==> src/rtl/calc_serial_receiver_if.sv <==
// Serial result link between the calculator transmitter and its receiver.
// Latency: none (wires only).
// Backpressure: none; the receiver must keep up with every ClkTx rise.
interface calc_serial_receiver_if #(
    parameter int FRAME_W = 32
);
    logic               ClkTx;
    logic               DOutValid;
    logic               DataOut;
    logic [FRAME_W-1:0] RxData;
    logic               RxValid;
    logic               RxError;
    logic               RxBusy;
    logic [7:0]         FrameCount;

    modport master (
        output ClkTx, DOutValid, DataOut,
        input  RxData, RxValid, RxError, RxBusy, FrameCount
    );

    modport slave (
        input  ClkTx, DOutValid, DataOut,
        output RxData, RxValid, RxError, RxBusy, FrameCount
    );
endinterface

==> src/rtl/calc_serial_receiver.sv <==
// Deserializes the MSB-first DataOut stream into FRAME_W-bit words, flagging truncated/overrun frames.
// Latency: RxValid/RxError pulse one Clk after the edge that captures the deciding bit.
// Backpressure: none; every ClkTx rise inside the DOutValid envelope is consumed.
module calc_serial_receiver #(
    parameter int FRAME_W = 32,
    parameter int CNT_W   = 6
) (
    input  logic                    Clk,
    input  logic                    Reset,
    calc_serial_receiver_if.slave   rx
);
    typedef enum logic [1:0] {
        IDLE    = 2'd0,
        RECV    = 2'd1,
        WAITLOW = 2'd2
    } state_t;

    state_t             state;
    state_t             state_nxt;
    logic               clktx_q;
    logic [CNT_W-1:0]   cnt;
    logic [FRAME_W-1:0] shift_q;

    logic               sample;
    logic               last_bit;
    logic               done;
    logic               trunc;
    logic               extra;
    logic [FRAME_W-1:0] word_nxt;

    assign sample = rx.ClkTx & ~clktx_q & rx.DOutValid;

    always_ff @(posedge Clk) begin
        if (Reset) begin
            state <= IDLE;
        end else begin
            state <= state_nxt;
        end
    end

    always_comb begin
        state_nxt = state;
        case (state)
            IDLE: begin
                if (sample) begin
                    state_nxt = last_bit ? WAITLOW : RECV;
                end
            end
            RECV: begin
                if (sample && last_bit) begin
                    state_nxt = WAITLOW;
                end else if (!rx.DOutValid) begin
                    state_nxt = IDLE;
                end
            end
            WAITLOW: begin
                if (!rx.DOutValid) begin
                    state_nxt = IDLE;
                end
            end
            default: state_nxt = IDLE;
        endcase
    end

    // In IDLE the first bit is the whole word when FRAME_W is 1, so it completes at once.
    always_comb begin
        last_bit  = (state == IDLE) ? (FRAME_W == 1) : (cnt == CNT_W'(FRAME_W - 1));
        done      = sample && (state != WAITLOW) && last_bit;
        trunc     = (state == RECV) && !rx.DOutValid;
        extra     = (state == WAITLOW) && sample;
        word_nxt  = (state == IDLE) ? FRAME_W'(rx.DataOut)
                                    : ((shift_q << 1) | FRAME_W'(rx.DataOut));
        rx.RxBusy = (state == RECV);
    end

    always_ff @(posedge Clk) begin
        if (Reset) begin
            clktx_q       <= 1'b0;
            cnt           <= '0;
            shift_q       <= '0;
            rx.RxData     <= '0;
            rx.RxValid    <= 1'b0;
            rx.RxError    <= 1'b0;
            rx.FrameCount <= 8'd0;
        end else begin
            clktx_q    <= rx.ClkTx;
            rx.RxValid <= done;
            rx.RxError <= trunc | extra;
            if (sample && (state != WAITLOW)) begin
                shift_q <= word_nxt;
                cnt     <= (state == IDLE) ? CNT_W'(1) : cnt + CNT_W'(1);
            end
            if (done) begin
                rx.RxData     <= word_nxt;
                rx.FrameCount <= rx.FrameCount + 8'd1;
                cnt           <= '0;
            end
            if (trunc) begin
                cnt <= '0;
            end
        end
    end
endmodule

==> src/flat_wrapper.sv <==
// flat-port wrapper written by rule: the top's interface ports become plain ports
module calc_serial_receiver_flat 
#(
    parameter int FRAME_W = 32,
    parameter int CNT_W   = 6
)
  (Clk, Reset, rx_ClkTx, rx_DOutValid, rx_DataOut, rx_RxData, rx_RxValid, rx_RxError, rx_RxBusy, rx_FrameCount);
  calc_serial_receiver_if #(.FRAME_W(FRAME_W)) rx_i ();
  input  logic Clk;
  input  logic Reset;
  input wire logic [$bits(rx_i.ClkTx)-1:0] rx_ClkTx;
  input wire logic [$bits(rx_i.DOutValid)-1:0] rx_DOutValid;
  input wire logic [$bits(rx_i.DataOut)-1:0] rx_DataOut;
  output wire logic [$bits(rx_i.RxData)-1:0] rx_RxData;
  output wire logic [$bits(rx_i.RxValid)-1:0] rx_RxValid;
  output wire logic [$bits(rx_i.RxError)-1:0] rx_RxError;
  output wire logic [$bits(rx_i.RxBusy)-1:0] rx_RxBusy;
  output wire logic [$bits(rx_i.FrameCount)-1:0] rx_FrameCount;
  assign rx_i.ClkTx = rx_ClkTx;
  assign rx_i.DOutValid = rx_DOutValid;
  assign rx_i.DataOut = rx_DataOut;
  assign rx_RxData = rx_i.RxData;
  assign rx_RxValid = rx_i.RxValid;
  assign rx_RxError = rx_i.RxError;
  assign rx_RxBusy = rx_i.RxBusy;
  assign rx_FrameCount = rx_i.FrameCount;
  calc_serial_receiver #(.FRAME_W(FRAME_W), .CNT_W(CNT_W)) u_core (.Clk(Clk), .Reset(Reset), .rx(rx_i));
endmodule
==> config.mk <==
export PLATFORM = sky130hd
export DESIGN_NAME = calc_serial_receiver_flat
export DESIGN_NICKNAME = d
export VERILOG_FILES = /design/src/rtl/calc_serial_receiver_if.sv /design/src/rtl/calc_serial_receiver.sv /design/src/flat_wrapper.sv
export SDC_FILE = /design/constraint.sdc
export NUM_CORES = 1
export LEC_CHECK = 0
export CAP_MARGIN = 15
export CORE_MARGIN = 5
export CORE_UTILIZATION = 47
export DETAILED_ROUTE_END_ITERATION = 7
export HOLD_SLACK_MARGIN = 0.08
export PLACE_DENSITY = 0.75
export SLEW_MARGIN = 5
export SYNTH_ARGS = -nofsm -noshare
export SYNTH_HDL_FRONTEND = slang
export SYNTH_SLANG_ARGS = --single-unit
==> constraint.sdc <==
create_clock -name Clk -period 1.7 [get_ports Clk]
set_input_delay 0.425 -clock Clk [delete_from_list [all_inputs] [get_ports Clk]]
set_output_delay 0.425 -clock Clk [all_outputs]
set_load 0.1 [all_outputs]
==> Word-level counts from Yosys, hierarchy flattened <==
Cells that the tools add are included.
{ "totals": {"output_inout_bits": 43, "inputBits": 5, "wordCells": 36, "ff_bits": 82} }
{ "classes": {"n_bitwise": 5, "n_addsub": 2, "reduce_logical": 8, "eq_ne": 5, "mux": 8} }
{ "ops": {"columns": ["cell", "n"], "rows": [
  ["2-to-1 mux 32 bit", 1],
  ["OR 32 x 1 -> 32 bit", 1],
  ["adder 8 x 1 -> 8 bit (second input constant)", 1],
  ["2-to-1 mux 2 bit", 4],
  ["adder 6 x 1 -> 6 bit (second input constant)", 1],
  ["== test 6 x 5 -> 1 bit (second input constant)", 1],
  ["2-to-1 mux 6 bit", 1],
  ["one-hot mux 2 bit (3 select lines)", 1],
  ["logical AND 1 bit", 5],
  ["OR reduction 3 bit", 1],
  ["AND 1 bit", 2],
  ["== test 2 x 1 -> 1 bit (second input constant)", 1],
  ["== test 2 bit (second input constant)", 1],
  ["logical NOT 2 bit", 1],
  ["!= test 2 x 1 -> 1 bit (second input constant)", 1],
  ["!= test 2 bit (second input constant)", 1],
  ["logical NOT 1 bit", 1],
  ["2-to-1 mux 1 bit", 1],
  ["inverter 1 bit", 1],
  ["OR 1 bit", 1]
]} }

==> Longest topological paths before layout <==
Gate-level depths: netlist (run 1).
{ "depth": {"word_depth": 6, "ltp_mapped": 8, "ltp_nobuf": 5} }

==> Worst setup path after synthesis (run 1) <==
Ideal clock, no wire load.
{ "synth_timing": {"path_kind": "flip-flop to output port", "start": "register u_core.state[0]", "end": "output rx_RxBusy", "path_buffers": 1, "required_time_ns": 1.275, "path_slack_ns": -0.596, "arrival_time_ns": 1.871, "stages_incl_launch_ff": 3, "path_cell_list": "dfxtp_1 buf_2 nor2b_1"} }
{ "synth_via": {"elab_chain_len": 1} }
{ "synth_rtl": {"columns": ["element", "line", "rtl"], "rows": [
  ["from (decl)", "calc_serial_receiver.sv:18", "state_t state;"],
  ["from (signal assigned)", "calc_serial_receiver.sv:37", "state <= state_nxt;"],
  ["== test 2 x 1 -> 1 bit", "calc_serial_receiver.sv:73", "rx.RxBusy = (state == RECV);"],
  ["to (decl)", "flat_wrapper.sv:17", "output wire logic [$bits(rx_i.RxBusy)-1:0] rx_RxBusy;"]
]} }
No other way between the ends.

==> Worst setup path after layout (run 1) <==
{ "layout_timing": {"start": "register u_core.cnt[0]", "end": "register u_core.rx.FrameCount[5]"} }
{ "layout_via": {"elab_chain_len": 3} }
{ "layout_rtl": {"columns": ["element", "line", "rtl"], "rows": [
  ["from (decl)", "calc_serial_receiver.sv:21", "logic [CNT_W-1:0] cnt;"],
  ["from (signal assigned)", "calc_serial_receiver.sv:91", "cnt <= (state == IDLE) ? CNT_W'(1) : cnt + CNT_W'(1);"],
  ["== test 6 x 5 -> 1 bit", "calc_serial_receiver.sv:67", "last_bit = (state == IDLE) ? (FRAME_W == 1) : (cnt == CNT_W'(FRAME_W - 1));"],
  ["2-to-1 mux 1 bit", "calc_serial_receiver.sv:67", null],
  ["logical AND 1 bit", "calc_serial_receiver.sv:68", "done = sample && (state != WAITLOW) && last_bit;"],
  ["to (signal assigned)", "calc_serial_receiver.sv:95", "rx.FrameCount <= rx.FrameCount + 8'd1;"],
  ["to (decl)", "calc_serial_receiver_if.sv:23", "output RxData, RxValid, RxError, RxBusy, FrameCount"]
]} }
No other way between the ends.
A chain may end at the register's enable or synchronous reset.

==> flow_metrics.py, run 1 <==
metrics = {
    "outcome": {
        "status": "complete, no violations",
    },
    "critical_path": {
        "critical_path.slowest_cell": "or4_1",
        "start_kind": "register",
        "critPathKind": "reg2reg",
        "cpPeakStageDelay_ps": 530,
        "r2r_start": "u_core.cnt[0]$_SDFFE_PP0P_",
        "crit_chain": "ha_2, and3_4, nand4_4, or4_1, a21oi_1",
        "cp-end-kind": "register",
        "cp.required_ps": 1970,
        "worstPathArrival_ps": 1930,
        "crit_start": "u_core.cnt[0]$_SDFFE_PP0P_",
        "worstPathMaxFanout": 6,
    },
    "synthesis": {
        "yosysTopAreaCellShare_pct": 56.2,
        "synth_mux_area_share_pct": 1.03,
        "ys.flop_type": "dfxtp_1",
        "synth_fa_ha_area_share_pct": 0.857,
        "ys_top_cells_by_count": "dfxtp_1 (82), nor2_1 (42), a22o_1 (31), a22oi_1 (31), clkbuf_1 (12)",
        "synth_edf_count": 0,
        "ys_seq_area_share_pct": 56.2,
        "yosysTopAreaCell": "dfxtp_1",
        "yosysMostFrequentCell": "dfxtp_1",
        "synthSimpleGateAreaFrac_pct": 14.7,
        "synth_top_family_by_area": "compound AO/OA/AOI/OAI gates",
        "synth-seq-cells": 82,
        "synth.area.top_cells": "dfxtp_1 (56%), a22o_1 (9.3%), a22oi_1 (8.0%)",
        "async_flop_share_pct": 0,
        "syn_nets": 287,
        "synth_xor_area_share_pct": 1.50,
        "synth_cell_types": 36,
        "synth_area_um2": 2920,
        "syn_inst": 280,
        "synth_compound_area_share_pct": 21.1,
        "yosysWarningCount": 0,
        "synth_area_per_cell_um2": 10.4,
    },
    "hold_path": {
        "holdCritStartpoint": "rx_ClkTx",
        "hp-class": "in2reg",
    },
    "grt": {
        "grt_usage_pct": 16.9,
        "top_usage_layer": "met2",
        "grt_pass1_vias": 2259,
        "grtUsageMet1_pct": 20.9,
        "grtUsageMet2_pct": 27.7,
        "grt_max_degree": 35,
        "use_met3_pct": 3.63,
        "antenna_found_initial": 0,
        "grt_overflow_total": 0,
        "grt_pass1_wl_um": 10400,
    },
    "drt": {
        "drt_wl_total_um": 6950,
        "wl_per_cell_um": 16.4,
        "viasPerCell": 5.61,
        "vias": 2375,
        "drc": 0,
        "ant_nets": 0,
        "firstDrtPassIters": 5,
        "drtIter0Drc": 125,
    },
    "timing": {
        "rsz0062_at_grt": "true",
        "post-route-period-util_pct": 97.4,
        "maxSlewViolCount": 0,
        "relSlewSlack_pct": 73.9,
        "fmax_mhz": 604,
        "fin_crit_ps": 1660,
        "final-hold-violation-count": 0,
        "clock_skew_ps": 8.48,
        "setup_violations": 0,
        "worst_slew_pin_slew_ps": 390,
    },
    "finish": {
        "multi_input_area_um2": 1180,
        "diodes": 0,
        "final-seq-area_um2": 1650,
        "fillCellCount": 385,
        "syn2layout_area_growth_pct": 50.0,
        "drive_gt1_share_pct": 28.4,
        "final_cell_area_um2": 4380,
        "final_util_pct": 73.1,
        "nets": 350,
    },
    "power_and_ir_drop": {
        "p_per_area_nw_per_um2": 823,
        "vdd_drop_max_uv": 594,
        "p_leak_uw": 0.00168,
        "power.total_uw": 3610,
    },
    "placed_design": {
        "placed_area_um2": 4040,
        "io_buffers": 47,
        "dp_hpwl_um": 4300,
        "place_congestion": 0.823,
    },
    "clock_network": {
        "clk_latency_ps": 340,
        "clk_pin_slew_worst_paths_ps": 70,
        "cts_tree": "built",
        "cts-root-buf": "clkbuf_8",
        "cts_buffers": 9,
        "numClockSinks": 82,
        "clk_path_buf_depth": 2,
        "htreeDepth": 3,
    },
    "floorplanning": {
        "die_x_um": 88.8,
        "die_area_um2": 7890,
        "io-pin-count": 48,
        "coreArea_um2": 5990,
        "die_h_um": 88.8,
        "start_util_pct": 48.7,
        "rows": 28,
    },
    "run": {
        "drv_cap": 0,
    },
}
[cell families after synthesis]
group	after synthesis
fa+ha+maj	2
simple gates	84
compound gates	81
flops	82
xor+xnor	5
mux	3
buf+inv	23
[power by group]
group	total (uW)	internal, uW	switching (uW)
combinational	166	72.4	94.1
clock	1510	871	640
sequential	1930	1920	3.80
total	3610	2870	738
[worst paths after layout]
check / endpoint / slack [ps] / cells past startpoint
worst min register to register: u_core.rx.RxData[31]$_SDFFE_PP0P_ / 490 / 1
worst max register to register: u_core.rx.FrameCount[5]$_SDFFE_PP0P_ / 40 / 5
worst min-delay path: u_core.clktx_q$_SDFF_PP0_ / 440 / 3
worst max-delay path: u_core.rx.FrameCount[5]$_SDFFE_PP0P_ / 40 / 5
[cell type report]
class	count	area share (%)
Multi-Input combinational cell	175	26.9
Sequential cell	82	37.7
Clock buffer	14	3.48
Clock inverter	2	1.37
Inverter	1	0.0857
Tap cell	75	2.14
Timing Repair Buffer	74	28.3
[cells in the final DEF, fill, tap and decap left out, types with 3 or more instances in the layout]
master / synthesis / final
dfxtp_1: 82 / 74
buf_12: 0 / 49
nor2_1: 42 / 42
a22o_1: 31 / 31
a22oi_1: 31 / 31
buf_4: 0 / 17
a21oi_1: 10 / 10
clkbuf_8: 0 / 10
dfxtp_2: 0 / 8
nand3_1: 7 / 7
nand2_1: 7 / 6
o21ai_0: 5 / 5
or3_1: 4 / 4
clkbuf_1: 12 / 4
mux2i_1: 3 / 3
xnor2_1: 3 / 3
clkbuf_16: 0 / 3
[metal layers]
layer  vias up  part of all wire, %
li1       1142                    -
met1      1164                   43
met2        56                   51
met3        13                  3.9
met4         0                  2.2
met5         -                    0
[per-stage QoR]
stage | hold WS (ps) | instances | setup slack, ps | TNS, ps
3_3_place_gp | 456 | 402 | -360 | -19870
5_1_grt | 448 | 423 | -42.3 | -111
4_1_cts | 484 | 419 | 7.83 | 0
3_5_place_dp | 464 | 402 | -429 | -22980
6_report | 442 | 423 | 44.4 | 0
2_1_floorplan | 443 | 280 | 14.6 | 0
[critical path, delay by kind of cell, from the launching register on]
family / cells / cell delay [ps]
AOI/OAI and AO/OA: 1 / 150
adders and majority gates: 1 / 190
DFF: 1 / 340
and+or+nand+nor: 3 / 890
[registers in the layout (all words and copies together), names as in the netlist]
| signal | cells |
|---|---|
| u_core.rx.RxError | 1 |
| u_core.state | 2 |
| u_core.cnt | 6 |
| u_core.rx.RxData | 32 |
| u_core.clktx_q | 1 |
| u_core.shift_q | 31 |
| u_core.rx.FrameCount | 8 |
| u_core.rx.RxValid | 1 |
[what timing repair did]
action	4_1_cts	5_1_grt
buffers inserted	1	1
hold buffers	0	0
setup endpoints to repair	6	42
hold endpoints to repair	0	0
gates cloned	0	3
resized for setup	1	10
pin swaps	2	2
(Power assumes the default switching activity.)
==> run 2, diff against run 1 <==
CAP_MARGIN = 20   (was 15)
CTS_CLUSTER_DIAMETER = 30   (was default)
==> results of run 2 <==
The final DEF is identical to that of run 1; final timing and power are the same.
